==> config.mk <==
export PLATFORM = sky130hd
export DESIGN_NAME = xillybus_stream_hub
export DESIGN_NICKNAME = d
export VERILOG_FILES = /design/src/rtl/xilly_hub_pkg.sv /design/src/rtl/sync_fifo.sv /design/src/rtl/xillybus_stream_hub.sv
export SDC_FILE = /design/constraint.sdc
export NUM_CORES = 1
export LEC_CHECK = 0
export CORE_ASPECT_RATIO = 1.75
export CORE_UTILIZATION = 55
export DETAILED_ROUTE_END_ITERATION = 7
export HOLD_SLACK_MARGIN = 0.06
export PLACE_DENSITY = 0.76
export SYNTH_ARGS = -nofsm -noshare
export SYNTH_HDL_FRONTEND = slang
export SYNTH_HIERARCHICAL = 1
export SYNTH_SLANG_ARGS = --single-unit
==> constraint.sdc <==
create_clock -name bus_clk -period 11.7 [get_ports bus_clk]
set_input_delay 2.925 -clock bus_clk [delete_from_list [all_inputs] [get_ports bus_clk]]
set_output_delay 2.925 -clock bus_clk [all_outputs]
set_load 0.01 [all_outputs]
==> src/rtl/xilly_hub_pkg.sv <==
// Shared types and helpers for the Xillybus stream hub.
package xilly_hub_pkg;

  localparam int unsigned XILLY_W = 32;

  typedef logic [XILLY_W-1:0] xilly_word_t;

  // Smallest w such that 2**w >= depth; sizes FIFO pointers.
  function automatic int unsigned clog2_depth(input int unsigned depth);
    int unsigned w;
    w = 0;
    for (int unsigned i = 0; i < 32; i++) begin
      if ((64'd1 << i) < 64'(depth)) w = i + 1;
    end
    return w;
  endfunction

endpackage

==> src/rtl/sync_fifo.sv <==
// Synchronous first-word-fall-through FIFO with registered occupancy count.
// A push while full is dropped; a pop at full still proceeds.
module sync_fifo
  import xilly_hub_pkg::*;
#(
  parameter int unsigned DEPTH = 16,
  parameter int unsigned WIDTH = XILLY_W,
  localparam int unsigned AW = clog2_depth(DEPTH),
  localparam int unsigned CW = AW + 1
) (
  input  logic             i_clk,
  input  logic             i_rst,
  input  logic             i_push,
  input  logic [WIDTH-1:0] i_data,
  output logic             o_full,
  input  logic             i_ready,
  output logic [WIDTH-1:0] o_data,
  output logic [CW-1:0]    o_count
);

  logic [WIDTH-1:0] r_mem [DEPTH];
  logic [AW-1:0]    r_wr_ptr;
  logic [AW-1:0]    r_rd_ptr;
  logic [CW-1:0]    r_count;
  logic             w_full;
  logic             w_push;
  logic             w_pop;

  assign w_full  = (r_count == CW'(DEPTH));
  assign w_push  = i_push & ~w_full;
  assign w_pop   = (r_count != '0) & i_ready;
  assign o_full  = w_full;
  assign o_data  = r_mem[r_rd_ptr];
  assign o_count = r_count;

  // Pointer and occupancy update; pointers wrap naturally at DEPTH.
  always_ff @(posedge i_clk) begin
    if (i_rst) begin
      r_wr_ptr <= '0;
      r_rd_ptr <= '0;
      r_count  <= '0;
    end else begin
      if (w_push) r_wr_ptr <= r_wr_ptr + AW'(1);
      if (w_pop)  r_rd_ptr <= r_rd_ptr + AW'(1);
      case ({w_push, w_pop})
        2'b10:   r_count <= r_count + CW'(1);
        2'b01:   r_count <= r_count - CW'(1);
        default: r_count <= r_count;
      endcase
    end
  end

  // Storage; contents are don't-care once pointers are reset.
  always_ff @(posedge i_clk) begin
    if (w_push) r_mem[r_wr_ptr] <= i_data;
  end

endmodule

==> src/rtl/xillybus_stream_hub.sv <==
// User-side stream hub: N_WR buffered host-to-FPGA channels with close
// tracking, and one buffered FPGA-to-host channel with length-based EOF.
// Optional statistics counters are enabled by defining XILLY_HUB_STATS_EN.
module xillybus_stream_hub
  import xilly_hub_pkg::*;
#(
  parameter int unsigned N_WR       = 2,
  parameter int unsigned FIFO_DEPTH = 16,
  parameter int unsigned LEN_W      = 16
) (
  input  logic                      bus_clk,
  input  logic                      bus_rst,
  input  logic [N_WR-1:0]           user_w_wren,
  input  logic [XILLY_W*N_WR-1:0]   user_w_data,
  input  logic [N_WR-1:0]           user_w_open,
  output logic [N_WR-1:0]           user_w_full,
  output logic [N_WR-1:0]           wr_out_valid,
  input  logic [N_WR-1:0]           wr_out_ready,
  output logic [XILLY_W*N_WR-1:0]   wr_out_data,
  output logic [N_WR-1:0]           wr_out_last,
  input  logic                      res_valid,
  output logic                      res_ready,
  input  xilly_word_t               res_data,
  input  logic [LEN_W-1:0]          rd_len,
  input  logic                      user_r_rden,
  input  logic                      user_r_open,
  output logic                      user_r_empty,
  output xilly_word_t               user_r_data,
  output logic                      user_r_eof
`ifdef XILLY_HUB_STATS_EN
  ,
  output logic [XILLY_W*N_WR-1:0]   stat_wr_words,
  output logic [XILLY_W*N_WR-1:0]   stat_wr_drops,
  output logic [XILLY_W-1:0]        stat_rd_words
`endif
);

  localparam int unsigned CW = clog2_depth(FIFO_DEPTH) + 1;

  for (genvar k = 0; k < N_WR; k++) begin : g_wr
    logic [CW-1:0] w_count;
    logic          w_valid;
    logic          w_push_ok;
    logic          w_pop_ok;
    logic          w_last;
    logic          w_left;
    logic          r_open_q;
    logic          r_closing;

    sync_fifo #(
      .DEPTH (FIFO_DEPTH),
      .WIDTH (XILLY_W)
    ) u_fifo (
      .i_clk   (bus_clk),
      .i_rst   (bus_rst),
      .i_push  (user_w_wren[k]),
      .i_data  (user_w_data[XILLY_W*k +: XILLY_W]),
      .o_full  (user_w_full[k]),
      .i_ready (wr_out_ready[k]),
      .o_data  (wr_out_data[XILLY_W*k +: XILLY_W]),
      .o_count (w_count)
    );

    assign w_valid   = (w_count != '0);
    assign w_push_ok = user_w_wren[k] & ~user_w_full[k];
    assign w_pop_ok  = w_valid & wr_out_ready[k];
    assign w_last    = r_closing & w_valid & (w_count == CW'(1));
    // FIFO still holds something after this cycle's push/pop.
    assign w_left    = (w_count > CW'(1)) | w_push_ok | ((w_count == CW'(1)) & ~w_pop_ok);

    assign wr_out_valid[k] = w_valid;
    assign wr_out_last[k]  = w_last;

    // Closing flag: armed on open falling (only if words remain), cleared by
    // the flagged pop or by the file reopening.
    always_ff @(posedge bus_clk) begin
      if (bus_rst) begin
        r_open_q  <= 1'b0;
        r_closing <= 1'b0;
      end else begin
        r_open_q <= user_w_open[k];
        if (~r_open_q & user_w_open[k]) begin
          r_closing <= 1'b0;
        end else if (r_open_q & ~user_w_open[k]) begin
          r_closing <= w_left;
        end else if (w_last & w_pop_ok) begin
          r_closing <= 1'b0;
        end
      end
    end

`ifdef XILLY_HUB_STATS_EN
    logic [XILLY_W-1:0] r_wr_words;
    logic [XILLY_W-1:0] r_wr_drops;

    // Per-channel accepted and dropped write counters, wrapping.
    always_ff @(posedge bus_clk) begin
      if (bus_rst) begin
        r_wr_words <= '0;
        r_wr_drops <= '0;
      end else begin
        if (w_push_ok) r_wr_words <= r_wr_words + 32'd1;
        if (user_w_wren[k] & user_w_full[k]) r_wr_drops <= r_wr_drops + 32'd1;
      end
    end

    assign stat_wr_words[XILLY_W*k +: XILLY_W] = r_wr_words;
    assign stat_wr_drops[XILLY_W*k +: XILLY_W] = r_wr_drops;
`endif
  end

  // Read side
  logic [CW-1:0] w_rd_count;
  logic          w_rd_full;
  xilly_word_t   w_rd_dout;
  logic          w_rd_valid;
  logic          w_eof_now;
  logic          w_eof;
  logic          w_rd_avail;
  logic          w_rd_pop;
  logic          w_r_fall;
  logic [LEN_W-1:0] r_rd_cnt;
  logic          r_eof;
  logic          r_r_open_q;
  xilly_word_t   r_rd_data;

  sync_fifo #(
    .DEPTH (FIFO_DEPTH),
    .WIDTH (XILLY_W)
  ) u_rd_fifo (
    .i_clk   (bus_clk),
    .i_rst   (bus_rst),
    .i_push  (res_valid),
    .i_data  (res_data),
    .o_full  (w_rd_full),
    .i_ready (w_rd_pop),
    .o_data  (w_rd_dout),
    .o_count (w_rd_count)
  );

  assign w_rd_valid = (w_rd_count != '0);
  assign w_eof_now  = (rd_len != '0) & (r_rd_cnt == rd_len) & ~w_rd_valid;
  assign w_eof      = r_eof | w_eof_now;
  // Words arriving after EOF stay hidden until the file is reopened.
  assign w_rd_avail = w_rd_valid & ~w_eof;
  assign w_rd_pop   = user_r_rden & w_rd_avail;
  assign w_r_fall   = r_r_open_q & ~user_r_open;

  assign res_ready    = ~w_rd_full;
  assign user_r_empty = ~w_rd_avail;
  assign user_r_data  = r_rd_data;
  assign user_r_eof   = w_eof;

  // Read data register, saturating pop counter and sticky EOF.
  always_ff @(posedge bus_clk) begin
    if (bus_rst) begin
      r_rd_data  <= '0;
      r_rd_cnt   <= '0;
      r_eof      <= 1'b0;
      r_r_open_q <= 1'b0;
    end else begin
      r_r_open_q <= user_r_open;
      if (w_rd_pop) r_rd_data <= w_rd_dout;
      if (w_r_fall) begin
        r_rd_cnt <= '0;
        r_eof    <= 1'b0;
      end else begin
        if (w_rd_pop && (r_rd_cnt != '1)) r_rd_cnt <= r_rd_cnt + LEN_W'(1);
        r_eof <= w_eof;
      end
    end
  end

`ifdef XILLY_HUB_STATS_EN
  logic [XILLY_W-1:0] r_rd_words;

  // Host read pop counter, wrapping.
  always_ff @(posedge bus_clk) begin
    if (bus_rst) r_rd_words <= '0;
    else if (w_rd_pop) r_rd_words <= r_rd_words + 32'd1;
  end

  assign stat_rd_words = r_rd_words;
`endif

endmodule
==> results of run 1 <==
==> worst max path at each step <==
stage	start	cells past startpoint	end
after floorplan	rd_len[6]	4	user_r_eof
after global placement	rd_len[11]	6	user_r_eof
after detailed placement	rd_len[11]	6	user_r_eof
after CTS	rd_len[11]	6	user_r_eof
after global routing	rd_len[13]	6	user_r_eof
final	rd_len[11]	6	user_r_eof
==> synth_stat cells (all sizes together), types with 15 or more instances <==
cell / number / share of area (%)
a21oi: 45 / 0.36
buf: 54 / 0.46
clkbuf: 85 / 0.51
dfxtp: 105 / 3.4
edfxtp: 1536 / 74
ha: 22 / 0.44
inv: 23 / 0.15
mux4: 480 / 17
nand2: 103 / 0.62
nand4: 15 / 0.17
nor2: 112 / 0.67
nor3: 23 / 0.18
nor4: 20 / 0.28
xnor2: 31 / 0.43
xor2: 24 / 0.34
==> state kept, by name, summed over array words and instances, names as in the netlist, named ones only <==
| signal | flops |
|---|---|
| g_wr.r_closing | 2 |
| g_wr.r_open_q | 2 |
| g_wr.u_fifo/o_count | 10 |
| g_wr.u_fifo/r_mem | 1024 |
| g_wr.u_fifo/r_rd_ptr | 8 |
| g_wr.u_fifo/r_wr_ptr | 8 |
| r_eof | 1 |
| r_r_open_q | 1 |
| r_rd_cnt | 16 |
| u_rd_fifo/o_count | 5 |
| u_rd_fifo/r_mem | 512 |
| u_rd_fifo/r_rd_ptr | 4 |
| u_rd_fifo/r_wr_ptr | 4 |
| user_r_data | 32 |
==> kinds of logic after synthesis <==
logic type	Yosys count	share of synthesized area, %
AND/OR/NAND/NOR	329	2.53
buffers and inverters	162	1.12
multiplexers	495	17.5
flip-flops	1641	76.9
adder cells (fa/ha/maj)	23	0.455
AO/OA/AOI/OAI	77	0.728
XOR/XNOR	55	0.768
==> power groups by stage <==
stage / logic, mW / clock network, mW / registers (mW)
final: 2.62 / 4.81 / 6.87
after global routing: 2.78 / 5.08 / 6.91
after CTS: 2.65 / 4.89 / 6.88
after detailed placement: 2.62 / 0 / 7.00
after global placement: 2.54 / 0 / 6.98
after floorplan: 1.87 / 0 / 6.85
==> layout by cell type, fill, tap and decap left out, types with 6 or more instances in the layout <==
cell type	synthesis	routed
clkbuf_16	0	148
nor2b_1	6	6
diode_2	0	7
nand4_1	14	14
nor2_1	112	76
clkinv_2	0	22
nand2b_1	12	12
mux4_2	480	480
inv_6	1	11
nor3_2	0	12
clkdlybuf4s50_1	0	226
nor4_1	16	16
nor2_4	0	36
bufinv_16	0	15
a21oi_1	45	45
xor2_1	24	24
clkinv_1	0	22
dfxtp_4	0	6
xnor2_1	31	31
clkinvlp_4	0	6
ha_1	22	22
edfxtp_1	1536	1536
nor3b_1	6	6
clkbuf_1	85	28
buf_4	7	62
dfxtp_1	105	94
inv_1	22	22
nand3_1	8	8
nand2_1	103	103
nor3_1	23	11
mux2i_1	9	9
==> metrics by stage <==
| stage | power (mW) | worst slack (ns) |
|---|---|---|
| 4_1_cts | 14.4 | 4.04 |
| 5_1_grt | 14.8 | 3.97 |
| 3_3_place_gp | 9.52 | 4.02 |
| 3_5_place_dp | 9.62 | 4.04 |
| 2_1_floorplan | 8.72 | 5.18 |
| 6_report | 14.3 | 4.05 |
==> worst max-delay path: stages <==
cell and delay, ns:
clkdlybuf4s50_1 0.49, xnor2_1 0.15, nand4_1 0.12, nor4_1 0.29, a31o_2 0.21, clkdlybuf4s50_1 0.54
==> routing by layer <==
layer / global-route usage [%] / share of wire, % / up-vias
met3: 5.20 / 7.6 / 350
met1: 28.6 / 34 / 15737
met4: 10.2 / 3.6 / 26
met2: 45.2 / 54 / 1396
met5: 0 / 0.13 / -
li1: - / - / 12226
==> layout make-up <==
type | instances | area share [%]
repair buffers | 290 | 3.85
multi-input cells | 979 | 19.6
well taps | 1485 | 2.58
clock inverters | 83 | 1.27
diodes | 7 | 0.0244
inverters | 23 | 0.127
flip-flops and latches | 1641 | 67.1
clock buffers | 181 | 5.39
==> results.toml, run 1 <==
[cts]
cts_hold_buf = 0
cts_sinks = 1641
cts_buffer_depth = 3
cts_max_level = 4
cts_root_buf = "clkbuf_16"
clock_latency_ns = 0.77
clk_pin_slew_worst_paths_ns = 0.06
postCtsSetupRepairBufs = 0
cts_tree = "done"
numCtsBuffers = 143
post_cts_resized = 0

[detailed_routing]
dr.first_iter.drc_count = 3012
routed_wl_mm = 141
wl_per_cell_um = 30.2
drt_pass1_iterations = 7
viasPerCell = 6.34
drc = 0
ant_nets = 0
vias = 29735

[final_layout]
fin_nets = 3223
area_growth_pct = 14.6
multi_input_area_mm2 = 0.0141
fin_util_pct = 63.6
ff_latch_area_mm2 = 0.0483
final_cell_area_mm2 = 0.0719
num-fill-cells = 7172
stdcell_count = 4689
drive_gt1_share_pct = 26.0

[critical_path]
rr_startpoint = "u_rd_fifo/o_count[1]"
crit_arrival_ns = 4.72
critPathLaunchType = "input port"
reg2reg_to = "u_rd_fifo/o_count[4]"
crit_path_max_fanout = 2
path_class = "in2out"
critPathCaptureType = "primary output"
r2r_slack_ns = 7.53
crit_required_ns = 8.78
ff2ff_path_depth = 12

[yosys]
syn_avg_cell_area_um2 = 22.5
async_flop_share_pct = 0
ys_ff_latch = 1641
syn_inst = 2782
seq_area_frac_synth_pct = 76.9
syn_nets = 2927
synth-edff-count = 1536
yosysWarnings = 6
synth.distinct_cells = 52
netlist_area_mm2 = 0.0627
ys.flop_type = "edfxtp_1"

[place]
dp.cells = 4418
dp_hpwl_mm = 77.0
io_buffers = 227
place_congestion = 0.852
postPlaceCellArea_mm2 = 0.0671

[power]
p_seq_share_pct = 48.1
combPwrFrac_pct = 18.3
peakVddDrop_mv = 0.163
switching_share_pct = 24.8
p_sw_mw = 3.55
internal_power_mw = 10.7
p_clk_share_pct = 33.6
power.leakage_nw = 21.9
power_density_mw_per_mm2 = 199

[timing]
period_needed_ns = 7.65
worst_pin_slew_ns = 1.18
finalCritPeriodShare_pct = 65.4
finalHoldViolCount = 0
maxSlewViolCount = 0
timing.fmax_mhz = 131
fin_skew_ns = 0.0283
fin_hold_ws_ns = 0.458
rsz0062_at_grt = "false"
finalSetupViolations = 0
tns_ns = 0
slew_headroom_pct = 20.7

[global_routing]
grt_pass1_vias = 31584
antenna_found_initial = 16
grt_usage_pct = 25.0
grt_pass1_wl_mm = 207
grt_max_degree = 109
grt_overflow = 0

[die]
rows = 163
die_h_um = 449
start_util_pct = 55.5
die_area_mm2 = 0.115
ios = 228
dieWidth_um = 257
design.core.area_mm2 = 0.113

[worst_hold_path]
holdPathStages = 2
timing.hold.worst_endpoint = "user_r_data[18]"
min_path_type = "reg2reg"
hp-start = "user_r_data[18]"

[flow_run]
drv_cap = 0

[status]
outcome = "finished, final reports clean"
Note: power is estimated with default switching activity, not from simulation.
==> inputs of run 2 (changes only) <==
==> constraint.sdc (replaced) <==
create_clock -name bus_clk -period 7.8 [get_ports bus_clk]
set_input_delay 1.95 -clock bus_clk [delete_from_list [all_inputs] [get_ports bus_clk]]
set_output_delay 1.95 -clock bus_clk [all_outputs]
set_load 0.01 [all_outputs]
==> run 2 against run 1 <==
Against the previous run:
- via count is 0.41% lower
- clock-buffer cell count stayed put
- combinational power is 50% higher
- non-clock buffer count is 2 higher
- first-iteration DRC count is 1.3% higher
- critical endpoint is now wr_out_data[6]
- largest power group unchanged
- highest routed layer unchanged
==> results.toml, run 2 (synthesis results as in run 1) <==
[cts]
cts_hold_buf = 0
cts_root_buf = "clkbuf_16"
postCtsSetupRepairBufs = 0
cts_max_level = 4
cts_sinks = 1641
post_cts_resized = 0
cts_tree = "done"
clk_pin_slew_worst_paths_ns = 0.07
clock_latency_ns = 0.78
cts_buffer_depth = 3
numCtsBuffers = 140

[timing]
finalSetupViolations = 0
fin_hold_ws_ns = 0.465
setup_ws_ns = 1.80
slew_headroom_pct = 15.2
worst_pin_slew_ns = 1.26
maxSlewViolCount = 0
timing.fmax_mhz = 167
finalHoldViolCount = 0
fin_skew_ns = 0.0237
finalCritPeriodShare_pct = 76.9
period_needed_ns = 6.00
rsz0062_at_grt = "false"
tns_ns = 0

[final_layout]
stdcell_count = 4679
final_cell_mix = "1536 x edfxtp_1, 480 x mux4_2, 226 x clkdlybuf4s50_1"
fin_util_pct = 63.5
largest_reg_flops = 1024
mostFrequentLayoutCell = "edfxtp_1"
area_growth_pct = 14.4
num-fill-cells = 7204
ff_latch_area_mm2 = 0.0483
final_cell_area_mm2 = 0.0717
drive_gt1_share_pct = 25.7
top_register = "g_wr.u_fifo/r_mem"
fin_nets = 3222
multi_input_area_mm2 = 0.0141

[global_routing]
use_met3_pct = 4.64
use_met1_pct = 28.8
use_met2_pct = 45.1
grt_max_degree = 102
grt_pass1_vias = 31436
grt_usage_pct = 24.6
grt_overflow = 0
top_usage_layer = "met2"
antenna_found_initial = 6
grt_pass1_wl_mm = 205

[critical_path]
path_class = "reg2out"
crit_required_ns = 5.85
critPathLaunchType = "flip-flop"
timing.critical_path.buf_inv = 2
crit_path_top_delay_cell = "dfxtp_4"
critPathTopFamily = "multiplexers"
crit_top_cell = "mux4_2"
cp_slowest_stage_delay_ns = 1.08
rr_startpoint = "u_rd_fifo/o_count[1]"
crit_arrival_ns = 4.05
worstPathCellList = "buf_12, mux4_2, mux4_2, clkdlybuf4s50_1"
critPathCaptureType = "primary output"
crit_path_max_fanout = 56

[die]
rows = 163
dieWidth_um = 257
design.core.area_mm2 = 0.113
ios = 228
start_util_pct = 55.5
die_h_um = 449
die_area_mm2 = 0.115

[place]
io_buffers = 227
pre_cts_slack_ns = 2.00
dp.cells = 4420
dp_hpwl_mm = 78.2
place_congestion = 0.845
postPlaceCellArea_mm2 = 0.0671

[status]
outcome = "finished, final reports clean"

[power]
power_density_mw_per_mm2 = 296
peakVddDrop_mv = 0.343
p_total_mw = 21.2
power.leakage_nw = 21.8

[worst_hold_path]
min_path_type = "reg2reg"
hp-start = "user_r_data[18]"

[detailed_routing]
drc = 0
drt_pass1_iterations = 6
dr.first_iter.drc_count = 3051
wl_per_cell_um = 30.0
viasPerCell = 6.33
routed_wl_mm = 140
vias = 29614
ant_nets = 0

[flow_run]
drv_cap = 0
==> run 2: cell types whose count changed in the layout (fill, tap and decap cells not counted), moves of 2 or more <==
cell	before	now
clkbuf_1	28	34
buf_12	2	5
bufinv_16	15	12
clkbuf_16	148	145
clkbuf_8	5	2
clkinv_2	22	19
clkinv_4	1	4
diode_2	7	4
inv_6	11	8
clkinv_1	22	20
clkinv_8	4	2
==> run 2: layer usage <==
layer | vias up | wire, µm
li1 | 12213 | -
met1 | 15709 | 47900
met2 | 1395 | 77400
met3 | 285 | 10600
met4 | 12 | 4140
met5 | - | 70
==> run 2: worst register-to-register path, delay by kind of cell, from the launching register on <==
family | cells | cell delay (ns)
multiplexers | 1 | 0.35
AO/OA/AOI/OAI | 4 | 1.31
XOR/XNOR | 1 | 0.10
buffers and inverters | 2 | 0.62
AND/OR/NAND/NOR | 2 | 0.66
flip-flops | 1 | 0.56
adder cells (fa/ha/maj) | 2 | 0.60
==> run 2: final cells by class <==
cell class                      count  area share [%]
Tap cell                         1485            2.59
Multi-Input combinational cell    979            19.7
Clock inverter                     74            1.13
Timing Repair Buffer              292            3.93
Antenna cell                        4          0.0140
Sequential cell                  1641            67.3
Inverter                           23           0.127
Clock buffer                      181            5.27
==> run 2: path summary, 6_finish.rpt <==
kind | end | slack [ns] | cells after the start
worst max-delay path | wr_out_data[6] | 1.80 | 4
worst min-delay path | user_r_data[18] | 0.47 | 2
worst max register to register | u_rd_fifo/o_count[4] | 3.52 | 12
worst min register to register | user_r_data[18] | 0.47 | 2
==> run 2: report_power, final <==
group,switching [mW],leakage [nW],internal [mW]
clock network,3.13,2.23,3.87
registers,0.361,14.7,9.95
logic,1.81,4.82,2.12
total,5.30,21.8,15.9
==> inputs of run 3 (changes only) <==
==> constraint.sdc (replaced) <==
create_clock -name bus_clk -period 6 [get_ports bus_clk]
set_input_delay 1.5 -clock bus_clk [delete_from_list [all_inputs] [get_ports bus_clk]]
set_output_delay 1.5 -clock bus_clk [all_outputs]
set_load 0.01 [all_outputs]
==> run 3 against run 2 <==
Against the previous run:
- wire length about the same
- clock skew down 0.0015 ns
- design area up 0.21%
- critical path depth unchanged
- clock-buffer cell count down 5
- first-iteration DRC count down 1.0%
- via count down 0.50%
- worst hold slack worse by 0.0043 ns
- non-clock buffer count up 25
- highest routed layer unchanged
==> results.toml, run 3 (synthesis results as in run 1) <==
[die]
rows = 163
die_area_mm2 = 0.115
die_h_um = 449
dieWidth_um = 257
start_util_pct = 55.5
ios = 228
design.core.area_mm2 = 0.113

[final_layout]
multi_input_area_mm2 = 0.0141
fin_nets = 3249
drive_gt1_share_pct = 26.5
fin_util_pct = 63.6
mostFrequentLayoutCell = "edfxtp_1"
ff_latch_area_mm2 = 0.0483
final_cell_mix = "1536 x edfxtp_1, 480 x mux4_2, 226 x clkdlybuf4s50_1"
area_growth_pct = 14.6
num-fill-cells = 7300
top_register = "g_wr.u_fifo/r_mem"
largest_reg_flops = 1024

[power]
p_seq_share_pct = 48.6
internal_power_mw = 20.6
p_sw_mw = 6.92
p_clk_share_pct = 32.5
combPwrFrac_pct = 18.9
switching_share_pct = 25.1
peakVddDrop_mv = 0.399
power.leakage_nw = 21.9
power_density_mw_per_mm2 = 383

[global_routing]
grt_overflow = 0
antenna_found_initial = 15
top_usage_layer = "met2"
grt_pass1_vias = 31586
grt_pass1_wl_mm = 206
use_met3_pct = 4.99
grt_max_degree = 67
use_met1_pct = 28.1
use_met2_pct = 45.9
grt_usage_pct = 24.7

[critical_path]
crit_arrival_ns = 3.76
critPathTopFamily = "multiplexers"
crit_path_max_fanout = 66
critPathLaunchType = "flip-flop"
path_class = "reg2out"
cp_slowest_stage_delay_ns = 0.74
crit_required_ns = 4.50
crit_top_cell = "mux4_2"
crit_path_top_delay_cell = "dfxtp_4"
critPathCaptureType = "primary output"
timing.critical_path.buf_inv = 2
worstPathCellList = "buf_12, mux4_2, mux4_2, clkdlybuf4s50_1"

[timing]
rsz0062_at_grt = "false"
finalHoldViolCount = 0
period_needed_ns = 5.26
fin_skew_ns = 0.0223
tns_ns = 0
slew_headroom_pct = 27.1
maxSlewViolCount = 0
finalCritPeriodShare_pct = 87.7
finalSetupViolations = 0
timing.fmax_mhz = 190
worst_pin_slew_ns = 1.09

[cts]
cts_sinks = 1641
clock_latency_ns = 0.77
postCtsSetupRepairBufs = 0
cts_hold_buf = 0
numCtsBuffers = 142
cts_max_level = 4
cts_tree = "done"
clk_pin_slew_worst_paths_ns = 0.06
cts_buffer_depth = 3
post_cts_resized = 0
cts_root_buf = "clkbuf_16"

[detailed_routing]
wl_per_cell_um = 29.8
drc = 0
vias = 29465
routed_wl_mm = 140
drt_pass1_iterations = 7
viasPerCell = 6.26
dr.first_iter.drc_count = 3020
ant_nets = 0

[flow_run]
drv_cap = 0

[worst_hold_path]
min_path_type = "reg2reg"

[place]
io_buffers = 227
place_congestion = 0.847
dp_hpwl_mm = 81.0

[status]
outcome = "finished, final reports clean"
==> run 3: path summary, 6_finish.rpt <==
path / cells past startpoint / endpoint / from / slack [ns]
setup / recovery: 4 / wr_out_data[2] / flip-flop / 0.74
hold / removal: 2 / user_r_data[21] / user_r_data[21] / 0.46
setup reg to reg: 11 / u_rd_fifo/o_count[4] / u_rd_fifo/o_count[2] / 2.09
hold reg to reg: 2 / user_r_data[21] / user_r_data[21] / 0.46
==> run 3: routing by layer <==
layer	share of wire, %	vias up
met4	2.8	24
met2	56	1288
met3	7.1	306
met1	34	15577
li1	-	12270
met5	0.11	-
==> run 3: stage by stage <==
step	power, mW	setup WS (ns)	hold WS, ns	cells	area, µm²
6_report	27.6	0.737	0.461	4707	71900
5_1_grt	28.4	0.538	0.473	4704	71900
4_1_cts	27.8	0.644	0.460	4702	71900
3_3_place_gp	18.7	1.12	0.448	4445	67300
3_5_place_dp	18.9	0.889	0.449	4445	67300
2_1_floorplan	17.0	1.34	0.472	2782	62700
==> run 3: layout make-up <==
cell class                      count  share of cell area (%)
Antenna cell                        5                  0.0174
Clock buffer                      176                    5.32
Clock inverter                     81                   0.975
Inverter                           23                   0.127
Multi-Input combinational cell    979                    19.6
Sequential cell                  1641                    67.1
Tap cell                         1485                    2.58
Timing Repair Buffer              317                    4.22
==> run 3: power by group through the flow <==
stage          registers [mW]  logic, mW  clock network [mW]
2_1_floorplan            13.4       3.65                   0
3_3_place_gp             13.6       5.06                   0
3_5_place_dp             13.6       5.23                   0
4_1_cts                  13.4       5.28                9.08
5_1_grt                  13.5       5.53                9.45
6_report                 13.4       5.20                8.95
==> run 3: worst reg2reg max path, stage by stage (launching register included) <==
cell and delay [ns]:
dfxtp_1 0.56, nor2_1 0.14, a211o_1 0.34, inv_6 0.29, a21boi_1 0.50, ha_1 0.33, xor2_1 0.09, ha_1 0.25
nor4b_1 0.42, a21oi_1 0.13, o32ai_1 0.35, mux2_1 0.39
